$ cat src/rtl/fifo_uart_tx_pkg.sv
// Shared UART definitions: FSM state encoding and default frame parameters,
// common to the transmitter and receiver.
package fifo_uart_tx_pkg;

    localparam int unsigned UART_DBIT_DEFAULT    = 8;
    localparam int unsigned UART_SB_TICK_DEFAULT = 16;

    // Last tick index of a 16x-oversampled start or data bit.
    localparam logic [4:0] UART_BIT_LAST_TICK = 5'd15;

    typedef enum logic [1:0] {
        StIdle  = 2'b00,
        StStart = 2'b01,
        StData  = 2'b10,
        StStop  = 2'b11
    } uart_state_e;

endpackage

$ cat src/rtl/fifo_uart_tx.sv
// UART transmitter fed from a first-word fall-through FIFO. It pops one word per
// frame and shifts it out LSB first on a registered, glitch-free serial line.
module fifo_uart_tx
    import fifo_uart_tx_pkg::*;
#(
    parameter int unsigned DBIT    = UART_DBIT_DEFAULT,
    parameter int unsigned SB_TICK = UART_SB_TICK_DEFAULT
) (
    input  logic            i_clk,
    input  logic            i_reset,
    input  logic            i_tick,
    input  logic            i_empty,
    input  logic [DBIT-1:0] i_r_data,
    output logic            o_rd,
    output logic            o_tx,
    output logic            o_tx_busy,
    output logic            o_tx_done_tick
);

    localparam logic [4:0] STOP_LAST_TICK = 5'(SB_TICK - 1);
    localparam logic [2:0] LAST_BIT       = 3'(DBIT - 1);

    uart_state_e     r_state;
    logic [4:0]      r_s;
    logic [2:0]      r_n;
    logic [DBIT-1:0] r_b;
    logic            r_tx;

    logic [DBIT-1:0] w_b_shift;
    logic            w_idle;
    logic            w_stop_end;

    assign w_b_shift  = r_b >> 1;
    assign w_idle     = (r_state == StIdle);
    assign w_stop_end = (r_state == StStop) && i_tick && (r_s == STOP_LAST_TICK);

    // Gated by reset so that no pop is issued while the block is held in reset.
    assign o_rd           = i_reset && w_idle && !i_empty;
    assign o_tx           = r_tx;
    assign o_tx_busy      = !w_idle;
    assign o_tx_done_tick = w_stop_end;

    // r_tx always takes the line value of the state being entered.
    always_ff @(posedge i_clk or negedge i_reset) begin
        if (!i_reset) begin
            r_state <= StIdle;
            r_s     <= 5'd0;
            r_n     <= 3'd0;
            r_b     <= '0;
            r_tx    <= 1'b1;
        end else begin
            unique case (r_state)
                StIdle: begin
                    if (!i_empty) begin
                        r_b     <= i_r_data;
                        r_s     <= 5'd0;
                        r_tx    <= 1'b0;
                        r_state <= StStart;
                    end
                end
                StStart: begin
                    if (i_tick) begin
                        if (r_s == UART_BIT_LAST_TICK) begin
                            r_s     <= 5'd0;
                            r_n     <= 3'd0;
                            r_tx    <= r_b[0];
                            r_state <= StData;
                        end else begin
                            r_s <= r_s + 5'd1;
                        end
                    end
                end
                StData: begin
                    if (i_tick) begin
                        if (r_s == UART_BIT_LAST_TICK) begin
                            r_s <= 5'd0;
                            r_b <= w_b_shift;
                            if (r_n == LAST_BIT) begin
                                r_tx    <= 1'b1;
                                r_state <= StStop;
                            end else begin
                                r_n  <= r_n + 3'd1;
                                r_tx <= w_b_shift[0];
                            end
                        end else begin
                            r_s <= r_s + 5'd1;
                        end
                    end
                end
                StStop: begin
                    if (i_tick) begin
                        if (r_s == STOP_LAST_TICK) begin
                            r_tx    <= 1'b1;
                            r_state <= StIdle;
                        end else begin
                            r_s <= r_s + 5'd1;
                        end
                    end
                end
                default: begin
                    r_tx    <= 1'b1;
                    r_state <= StIdle;
                end
            endcase
        end
    end

endmodule
$ cat config.mk
export PLATFORM = sky130hd
export DESIGN_NAME = fifo_uart_tx
export DESIGN_NICKNAME = d
export VERILOG_FILES = /design/src/rtl/fifo_uart_tx_pkg.sv /design/src/rtl/fifo_uart_tx.sv
export SDC_FILE = /design/constraint.sdc
export NUM_CORES = 1
export LEC_CHECK = 0
export ABC_AREA = 1
export CORE_MARGIN = 2
export CORE_UTILIZATION = 30
export CTS_CLUSTER_SIZE = 16
export DETAILED_ROUTE_END_ITERATION = 7
export PLACE_DENSITY_LB_ADDON = 0.12
export SETUP_SLACK_MARGIN = 0.1
export SYNTH_ARGS = -nofsm -noshare
export SYNTH_HDL_FRONTEND = slang
export SYNTH_SLANG_ARGS = --single-unit
$ cat constraint.sdc
create_clock -name i_clk -period 2.4 [get_ports i_clk]
set_input_delay 0.6 -clock i_clk [delete_from_list [all_inputs] [get_ports i_clk]]
set_output_delay 0.6 -clock i_clk [all_outputs]
set_load 0.01 [all_outputs]
==> qor.txt <==
LAYOUT
-------------------------------------------------------------------------------
Area Growth Syn to Fin ...........................................       28.04%
Number of antenna repair diodes ..................................            0
Net count, final .................................................          187
Final cell count without fillers .................................          213
Ratio of cells with drive above 1 in the final layout ............       9.697%

SYNTH
-------------------------------------------------------------------------------
Number of nets in the synthesized netlist ........................          160
Number of enable-type register cells in the synthesized netlist ..            0
Synthesized instance count .......................................          139
Share of the yosys chip area belonging to registers ..............       42.91%
Leading register cell type out of synthesis ...................... sky130_fd_sc_hd__dfrtp_1
Synthesis Warnings ...............................................            0
Synth unique cells ...............................................           16
Post-synth top area cell ......................................... sky130_fd_sc_hd__dfrtp_1
Average size of a mapped cell ....................................   7.993 um^2
Share of synthesized registers carrying an async set or reset ....       100.0%
Share of the synthesized area in the top cell type ...............       40.54%
Leading cell type by number of instances after synthesis ......... sky130_fd_sc_hd__nand2_1
Synth Cell Area ..................................................    1111 um^2
Cells taking the most area after synthesis ....................... sky130_fd_sc_hd__dfrtp_1, sky130_fd_sc_hd__nand2_1, sky130_fd_sc_hd__ha_1
List of most frequent post-synthesis cells ....................... sky130_fd_sc_hd__nand2_1, sky130_fd_sc_hd__dfrtp_1, sky130_fd_sc_hd__o21ai_0
Number of flip-flops and latches in the synthesized netlist ......           19

POWER
-------------------------------------------------------------------------------
Maximum resistive drop on vdd ....................................    0.4368 mV
Total leakage power ..............................................    0.7309 nW
Combinational group share of total power .........................        53.1%
Switching portion of total power .................................       42.22%
Flop pwr share ...................................................        32.0%
Switching component of the power .................................  0.0006445 W
PwrDens .......................................................... 1073 nW/um^2
Internal cell power ..............................................  0.0008819 W
Clock power frac .................................................        14.9%

DIE
-------------------------------------------------------------------------------
Die Width ........................................................     64.86 um
Top-level I/O count ..............................................           16
Initial Util .....................................................       30.81%
FP Rows ..........................................................           22
Core area ........................................................    3606 um^2
Area enclosed by the die boundary ................................    4206 um^2
Y dimension of the die ...........................................     64.86 um

PLACEMENT
-------------------------------------------------------------------------------
Placer's final routability congestion estimate ...................       0.7621
Post-placement cell count ........................................          205
HPWL Detailed ....................................................      1752 um
PortBufs .........................................................           15
DP Worst Slack ...................................................     21.92 ps

GLOBAL ROUTING
-------------------------------------------------------------------------------
Total grt overflow ...............................................            0
Wire length of the first global-routing pass .....................      4119 um
Via count of the first global-routing pass .......................          943
Global routing usage summed across all routing layers ............       12.72%
Initial antenna violation count ..................................            0
Largest net degree at the start of global routing ................           20

ROUTE
-------------------------------------------------------------------------------
Average vias per placed instance .................................        4.592
Via count ........................................................          978
Iteration-0 DRC count of the detailed router .....................           47
Remaining routing DRC violations .................................            0
Aggregate routed wire length .....................................      2370 um
Router iterations before antenna repair ..........................            4
Routed wire length per instance ..................................     11.13 um
Antenna violation net count after detailed routing ...............            0

STA
-------------------------------------------------------------------------------
Setup TNS Final ..................................................         0 ps
Measured slew at the worst slew-check pin ........................     422.4 ps
Number of endpoints with negative hold slack in the final report .            0
Final setup fails ................................................            0
Crit path setup slack, layout ....................................     197.4 ps
Max-slew violations ..............................................            0
Post-layout min period ...........................................      2203 ps
Fin Clk Skew .....................................................     4.802 ps
Unrepaired setup endpoints after global routing ..................         true
Maximum clock rate ...............................................    454.0 MHz
Ratio of final minimum period to clock period ....................       91.77%
Worst-case headroom to the max-slew limit ........................       71.54%

WORST SETUP PATH
-------------------------------------------------------------------------------
Crit Path Class ..................................................      reg2out
Crit path required time ..........................................      1800 ps
Slack of the worst reg-to-reg path ...............................       620 ps
Endpoint class of the critical path .............................. primary output
Arrival time of data at the critical path endpoint ...............      1600 ps
Crit path max fanout .............................................            3
Critical path launch point type ..................................     register

CLOCK TREE
-------------------------------------------------------------------------------
TritonCTS clock tree .............................................         done
Clk_lat worst skew ...............................................       250 ps
Deepest level of the CTS H-tree ..................................            1
CTS Hold Buffers Added ...........................................            0
Clock-pin transition on the worst setup and hold timing paths ....        80 ps
Clock root buffer ................................................ sky130_fd_sc_hd__clkbuf_8
Maximum number of buffers from clock root to sink ................            2
Sink count of the clock tree .....................................           19
Total CTS buffers ................................................            3

STATUS
-------------------------------------------------------------------------------
Status ........................................................... finished, final reports clean

RUN
-------------------------------------------------------------------------------
Max-capacitance violation count ..................................            0

MIN PATH
-------------------------------------------------------------------------------
Type of the most critical hold path ..............................      reg2reg

==> timing repair <==
item                       in CTS  in global routing
hold endpoints to repair        0                  0
pin swaps                       0                  0
gates cloned                    0                  0
resized for setup               2                  3
setup endpoints to repair       2                  2
setup buffers                   1                  3
==> through the flow <==
step | power, W | instance area (um^2) | hold WS, ps | util [%]
floorplan | 0.001053 | 1111 | 304.4 | -
global placement | 0.001266 | 1344 | 469.0 | 37.27
detailed placement | 0.001276 | 1344 | 472.2 | 37.27
CTS | 0.001520 | 1394 | 496.3 | 38.65
global route | 0.001701 | 1423 | 518.8 | 39.45
finish | 0.001526 | 1423 | 491.6 | 39.45
==> cell type report <==
| class | instances | area, um^2 |
|---|---|---|
| fillers | 383 | 2183 |
| multi-input cells | 102 | 561.8 |
| flip-flops and latches | 19 | 476.7 |
| repair buffers | 24 | 219.0 |
| inverters | 16 | 60.06 |
| well taps | 48 | 60.06 |
| clock buffers | 4 | 45.04 |
==> layout by cell type, fill, tap and decap left out <==
master	netlist	layout
sky130_fd_sc_hd__dlymetal6s2s_1	0	1
sky130_fd_sc_hd__o21ai_1	2	2
sky130_fd_sc_hd__o21ai_0	17	17
sky130_fd_sc_hd__mux2i_1	7	7
sky130_fd_sc_hd__a21oi_1	3	3
sky130_fd_sc_hd__nor2_2	1	1
sky130_fd_sc_hd__clkbuf_1	0	1
sky130_fd_sc_hd__nor2_1	7	7
sky130_fd_sc_hd__ha_1	9	8
sky130_fd_sc_hd__inv_1	16	16
sky130_fd_sc_hd__o31ai_1	1	1
sky130_fd_sc_hd__nand3_1	8	8
sky130_fd_sc_hd__buf_4	2	9
sky130_fd_sc_hd__clkdlybuf4s15_1	0	1
sky130_fd_sc_hd__dfrtp_1	18	18
sky130_fd_sc_hd__dlygate4sd2_1	0	1
sky130_fd_sc_hd__clkdlybuf4s50_1	0	12
sky130_fd_sc_hd__nand2_1	45	45
sky130_fd_sc_hd__clkbuf_8	0	3
sky130_fd_sc_hd__o21ai_2	1	1
sky130_fd_sc_hd__dfstp_2	1	1
sky130_fd_sc_hd__ha_2	0	1
sky130_fd_sc_hd__xor2_1	1	1
==> routing by layer <==
metal | global-route usage [%] | vias up | wire length (um)
li1 | - | 500 | -
met1 | 16.63 | 464 | 1192
met2 | 20.23 | 12 | 1100
met3 | 2.083 | 2 | 53
met4 | 6.383 | 0 | 23
met5 | 0 | - | 0
==> sequential cells by signal, indices dropped and copies added (netlist names) <==
| name | count |
|---|---|
| r_state | 2 |
| r_n | 3 |
| r_b | 8 |
| o_tx | 1 |
| r_s | 5 |
==> kinds of logic (layout without fill, tap and decap cells) <==
| kind of cell | Yosys count | count (layout) | synth area share (%) |
|---|---|---|---|
| flops | 19 | 19 | 42.91 |
| mux | 7 | 7 | 6.307 |
| simple gates | 61 | 61 | 21.73 |
| buf+inv | 18 | 44 | 6.757 |
| xor+xnor | 1 | 1 | 0.7884 |
| compound gates | 24 | 24 | 11.37 |
| fa+ha+maj | 9 | 9 | 10.14 |
==> power groups by stage <==
| stage | registers (W) | logic [W] | clock network [W] |
|---|---|---|---|
| CTS | 0.000493 | 0.000792 | 0.000235 |
| detailed placement | 0.000502 | 0.000775 | 0 |
| floorplan | 0.000487 | 0.000566 | 0 |
| finish | 0.000488 | 0.000811 | 0.000227 |
| global placement | 0.000496 | 0.000770 | 0 |
| global route | 0.000503 | 0.000947 | 0.000251 |
==> critical path, cell delays in order, from the launching register on <==
cell	delay, ps
sky130_fd_sc_hd__dfrtp_1	380
sky130_fd_sc_hd__ha_2	200
sky130_fd_sc_hd__nand3_1	110
sky130_fd_sc_hd__inv_1	70
sky130_fd_sc_hd__ha_1	180
sky130_fd_sc_hd__nand2_1	80
sky130_fd_sc_hd__nor2_1	100
sky130_fd_sc_hd__clkdlybuf4s15_1	240
==> final timing paths <==
check / start / end / depth (start not counted)
worst max-delay path: r_s[1]$_DFFE_PN0P_ / o_tx_done_tick / 7
worst min-delay path: r_b[2]$_DFFE_PN0P_ / r_b[2]$_DFFE_PN0P_ / 2
worst max register to register: r_state[1]$_DFFE_PN0P_ / r_n[1]$_DFFE_PN0P_ / 7
worst min register to register: r_b[2]$_DFFE_PN0P_ / r_b[2]$_DFFE_PN0P_ / 2
max in group asynchronous: i_reset / o_tx$_DFFE_PN1P_ / 2
min in group asynchronous: i_reset / r_state[0]$_DFFE_PN0P_ / 2
Power figures use the tool's default switching activity.
